==> config.mk <==
export PLATFORM = sky130hd
export DESIGN_NAME = memory_arbiter
export DESIGN_NICKNAME = d
export VERILOG_FILES = /design/src/rtl/memory_arbiter.sv
export SDC_FILE = /design/constraint.sdc
export NUM_CORES = 1
export LEC_CHECK = 0
export CAP_MARGIN = 0
export CELL_PAD_IN_SITES_DETAIL_PLACEMENT = 0
export CELL_PAD_IN_SITES_GLOBAL_PLACEMENT = 1
export CORE_AREA = 2 2 282 284
export DETAILED_ROUTE_END_ITERATION = 6
export DIE_AREA = 0 0 284 286
export PLACE_DENSITY = 0.59
export SKIP_CTS_REPAIR_TIMING = 1
export SLEW_MARGIN = 10
export SYNTH_ARGS = -nofsm -noshare
export SYNTH_HDL_FRONTEND = slang
export SYNTH_SLANG_ARGS = --single-unit
==> constraint.sdc <==
create_clock -name CLK -period 2.1 [get_ports CLK]
set_input_delay 0.42 -clock CLK [delete_from_list [all_inputs] [get_ports CLK]]
set_output_delay 0.42 -clock CLK [all_outputs]
set_load 0.01 [all_outputs]
==> src/rtl/memory_arbiter.sv <==
// Round-robin arbiter sharing one 128-bit block memory port between the
// instruction cache (reads) and the data cache (reads and write-backs).
module memory_arbiter #(
    parameter int ADDR_WIDTH  = 28,
    parameter int BLOCK_WIDTH = 128
) (
    input  logic                   CLK,
    input  logic                   RESET,
    input  logic                   I_MEM_READ,
    input  logic [ADDR_WIDTH-1:0]  I_MEM_ADDRESS,
    output logic [BLOCK_WIDTH-1:0] I_MEM_READDATA,
    output logic                   I_MEM_BUSYWAIT,
    input  logic                   D_MEM_READ,
    input  logic                   D_MEM_WRITE,
    input  logic [ADDR_WIDTH-1:0]  D_MEM_ADDRESS,
    input  logic [BLOCK_WIDTH-1:0] D_MEM_WRITEDATA,
    output logic [BLOCK_WIDTH-1:0] D_MEM_READDATA,
    output logic                   D_MEM_BUSYWAIT,
    output logic                   MEM_READ,
    output logic                   MEM_WRITE,
    output logic [ADDR_WIDTH-1:0]  MEM_ADDRESS,
    output logic [BLOCK_WIDTH-1:0] MEM_WRITEDATA,
    input  logic [BLOCK_WIDTH-1:0] MEM_READDATA,
    input  logic                   MEM_BUSYWAIT
);

    typedef enum logic [1:0] {IDLE, ISSUE, WAIT, RESP} state_t;
    typedef enum logic {GRANT_I = 1'b0, GRANT_D = 1'b1} client_t;

    state_t  state;
    client_t grant;
    client_t last_grant;

    logic i_req;
    logic d_req;
    logic pick_d;

    assign i_req = I_MEM_READ;
    assign d_req = D_MEM_READ | D_MEM_WRITE;

    // On a tie the client that was not served last wins.
    assign pick_d = d_req & (~i_req | (last_grant == GRANT_I));

    assign I_MEM_BUSYWAIT = i_req & ~((state == RESP) & (grant == GRANT_I));
    assign D_MEM_BUSYWAIT = d_req & ~((state == RESP) & (grant == GRANT_D));

    // NOTE: all state below uses non-blocking assignments so every register
    // samples the pre-edge values and simulation matches the synthesized flops.
    always_ff @(posedge CLK) begin
        if (RESET) begin
            state          <= IDLE;
            grant          <= GRANT_I;
            last_grant     <= GRANT_I;
            MEM_READ       <= 1'b0;
            MEM_WRITE      <= 1'b0;
            MEM_ADDRESS    <= '0;
            MEM_WRITEDATA  <= '0;
            I_MEM_READDATA <= '0;
            D_MEM_READDATA <= '0;
        end else begin
            case (state)
                IDLE: begin
                    if (i_req | d_req) begin
                        state <= ISSUE;
                        if (pick_d) begin
                            grant       <= GRANT_D;
                            last_grant  <= GRANT_D;
                            MEM_ADDRESS <= D_MEM_ADDRESS;
                            // A write-back wins if both D strobes are high.
                            if (D_MEM_WRITE) begin
                                MEM_WRITE     <= 1'b1;
                                MEM_WRITEDATA <= D_MEM_WRITEDATA;
                            end else begin
                                MEM_READ <= 1'b1;
                            end
                        end else begin
                            grant       <= GRANT_I;
                            last_grant  <= GRANT_I;
                            MEM_ADDRESS <= I_MEM_ADDRESS;
                            MEM_READ    <= 1'b1;
                        end
                    end
                end
                ISSUE: state <= WAIT;
                WAIT: begin
                    if (!MEM_BUSYWAIT) begin
                        if (MEM_READ) begin
                            if (grant == GRANT_D) D_MEM_READDATA <= MEM_READDATA;
                            else                  I_MEM_READDATA <= MEM_READDATA;
                        end
                        MEM_READ  <= 1'b0;
                        MEM_WRITE <= 1'b0;
                        state     <= RESP;
                    end
                end
                RESP:    state <= IDLE;
                default: state <= IDLE;
            endcase
        end
    end

endmodule

== Yosys cells after proc, flatten, opt, wreduce, memory -nomap -nowiden ==
Index checks and enable logic that the tools add are counted.
Word-level totals
  flip-flop bits (word level): 417
  logic and storage cells: 52
  output and inout port bits: 416
Cells by class
  reductions and logical operators: 9
  bitwise gates (word level): 13
  equality and inequality tests: 8
  muxes and demuxes: 14
Operators with widths (number)
  $mux 28: 1
  $reduce_and 4->1: 4
  $mux 1: 8
  $ne 2x2->1 const B: 4
  $pmux 2 s4: 1
  $and 1x1->1: 5
  $not 1->1: 5
  $reduce_and 5->1: 1
  $eq 2x2->1 const B: 2
  $mux 2: 2
  $pmux 1 s2: 2
  $reduce_and 2->1: 2
  $ne 3x3->1 const B: 1
  $or 1x1->1: 3
  $eq 2x1->1 const B: 1
  $logic_not 2->1: 1
  $reduce_bool 2->1: 1

== Logic depth before layout (Yosys ltp) ==
  depth after elaboration: 6
  mapped depth: 8

== Worst setup path after synthesis ==
OpenSTA, ideal clock, no wires.
  kind: register -> register
  start: register state[0]
  end: register MEM_WRITEDATA[107]
  data required time: 2.030 ns
  setup slack: 0.570 ns
  setup time: 0.070 ns
  cell stages (with the launch flop): 9
  path buffers: 3
  arrival time: 1.460 ns
  cell sequence: dfxtp_1 > inv_1 > ha_1 > buf_2 > inv_2 > clkbuf_1 > clkbuf_1 > o21ai_0 > a21oi_1
On the way
  word-level cells in the longest chain between the ends: 2
Ends and longest elaborated chain
  from (decl): RTL line 30  | state_t state;
  from (signal assigned): RTL line 51  | state <= IDLE;
  from (signal assigned): RTL line 64  | state <= ISSUE;
  from (signal assigned): RTL line 84  | ISSUE: state <= WAIT;
  $logic_not 2->1: RTL line 61  | case (state)
  $reduce_and 4->1 (no source line)
  to (signal assigned): RTL line 57  | MEM_WRITEDATA <= '0;
  to (signal assigned): RTL line 72  | MEM_WRITEDATA <= D_MEM_WRITEDATA;
  to (decl): RTL line 22  | output logic [BLOCK_WIDTH-1:0] MEM_WRITEDATA,
Every way passes these cells.
A chain may end at the register's enable or synchronous reset.

== Final worst setup path ==
  start: register MEM_WRITEDATA[80]
  end: output MEM_WRITEDATA[80]
No word-level cell between the ends.

==> results.yml <==
outcome:
  status: "complete, no violations"
logic_synthesis:
  yosys-top-cells-count: "nand2_1, dfxtp_1, a21oi_1, nand3_1, o21ai_0"
  ys.flop_type: "dfxtp_1"
  synth-seq-cells: 417
  avgSynthCellArea_um2: 8.027
  synth_edf_count: 0
  yosysWarnings: 0
  ys_seq_area_share_pct: 54.94
  synth_top_area_cell: "dfxtp_1"
  synth_area_leaders: "dfxtp_1, nand2_1, a21oi_1"
  synth_cell_types: 34
  syn_area_um2: 15190
  synth_nets: 2215
  postSynthCellCount: 1893
  yosysTopAreaCellShare_pct: 54.94
  async_flop_share_pct: 0
  yosysMostFrequentCell: "nand2_1"
routing:
  drt_pass1_iterations: 5
  viasPerCell: 4.308
  routed_wirelength_mm: 68.51
  drc: 0
  wl_per_cell_um: 18.70
  drt_iter0_drc: 754
  via_count: 15785
  ant_nets: 0
power:
  p_leak_nw: 8.635
  p_total_mw: 24.25
  peakVddDrop_mv: 0.6310
  power_density_nw_per_um2: 941.9
global_routing:
  antenna_found_initial: 6
  grt_usage_pct: 16.03
  grt_pass1_vias: 15938
  grt_pass1_wl_mm: 101.1
  grt_max_degree: 84
  overflow: 0
place:
  dp_cells: 3572
  hpwl_mm: 49.68
  place_area_um2: 24100
  preCtsSetupSlack_ns: 0.0001747
  portBuffers: 733
  place_congestion: 0.8014
timing:
  finalHoldViolations: 0
  period_share_pct: 98.32
  tightest_slew_ns: 0.4937
  slew_headroom_pct: 67.09
  drv_slew: 0
  setup_slack_ns: 0.03526
  finalSetupTns_ns: 0
  fmax_mhz: 484.3
  fin_worst_skew_ns: 0.01049
  rsz0062_at_grt: "no"
  fin_crit_ns: 2.065
  setup_viol: 0
  hold_slack_ns: 0.2415
cells_and_area:
  drive_above_1_share_pct: 6.128
  fin_util_pct: 32.85
  fin_cells: 3664
  area_growth_pct: 69.42
  fin_area_um2: 25740
  nNetsFinal: 2897
critical_path:
  slowest_delay_ns: 0.73
  arrival_ns: 1.64
  worst_setup_path_end_kind: "output pin"
  critPathLaunchType: "flip-flop"
  crit_chain: "clkdlybuf4s50_1"
  path_buf_inv: 1
  path_class: "flip-flop to output pin"
  cp_top_family: "buffers and inverters"
  critPathSlowestCell: "clkdlybuf4s50_1"
  crit_fanout: 2
  critPathRequiredTime_ns: 1.68
clock_network:
  clk_pin_slew_ns: 0.06
  h-tree-depth: 2
  clk_path_buf_depth: 3
  clock_sinks: 417
  clkLatencyLatePin_ns: 0.58
  tritoncts: "done"
  cts-root-buf: "clkbuf_16"
  cts_buffers: 51
floorplanning:
  start_util_pct: 19.39
  row_count: 103
  die-area_um2: 81220
  die_y_um: 286
  core-area_um2: 78360
  io_pins: 734
  die_w_um: 284
hold_path:
  hold_class: "input pin to flip-flop"
job:
  drv_cap: 0
## area by class of cell
cell class              count  area, um2
multi-input cells        1298       6085
inverters                   5      18.77
fillers                  8334      52610
repair buffers            802       8346
diodes                      3      7.507
clock buffers              80       1506
flip-flops and latches    417       8349
well taps                1050       1314
clock inverters             9      116.4
## state kept, by name, summed over array words and instances (netlist names)
register        flops
MEM_WRITEDATA     128
I_MEM_READDATA    128
last_grant          1
MEM_WRITE           1
MEM_READ            1
D_MEM_READDATA    128
state               2
MEM_ADDRESS        28
## final timing paths
check | start | endpoint | slack (ns) | depth (start not counted)
hold / removal | RESET | MEM_WRITEDATA[30] | 0.24 | 2
hold reg to reg | D_MEM_READDATA[65] | D_MEM_READDATA[65] | 0.45 | 2
setup reg to reg | state[0] | I_MEM_READDATA[8] | 0.14 | 7
setup / recovery | MEM_WRITEDATA[80] | MEM_WRITEDATA[80] | 0.04 | 1
## cells by family (layout without fill, tap and decap cells)
family	after synthesis	in the layout	share of synthesized area, %
flip-flops	417	417	54.94
adder cells (fa/ha/maj)	4	4	0.3294
other	0	3	0
multiplexers	1	1	0.06588
AND/OR/NAND/NOR	736	736	19.52
buffers and inverters	178	896	5.344
AO/OA/AOI/OAI	557	557	19.80
## power breakdown
part	switching, mW	total [mW]	internal (mW)	leakage [nW]
sequential	0.426	9.12	8.69	3.38
combinational	3.51	6.45	2.94	4.46
clock	3.54	8.68	5.14	0.790
## cells in the final DEF (no fill, tap or decap), types with 4 or more instances in the layout
cell / count
inv_1: 4
clkbuf_1: 18
clkbuf_8: 10
a311oi_1: 22
a21oi_1: 389
dlymetal6s2s_1: 4
dfxtp_1: 416
o21ai_0: 128
buf_12: 38
nor2_1: 31
nand3_1: 129
clkbuf_16: 52
clkdlybuf4s50_1: 728
a311oi_2: 7
buf_4: 31
nand2_1: 569
## routing by layer
layer  GRT usage [%]  vias to the layer above  routed length, um
met5               0                        -                 13
met4           5.382                        2               2051
met3           5.678                      103               5958
met2           27.73                      550              33270
met1           18.35                     7410              27220
li1                -                     7720                  -
No activity file was read; power rests on OpenSTA's default activity.
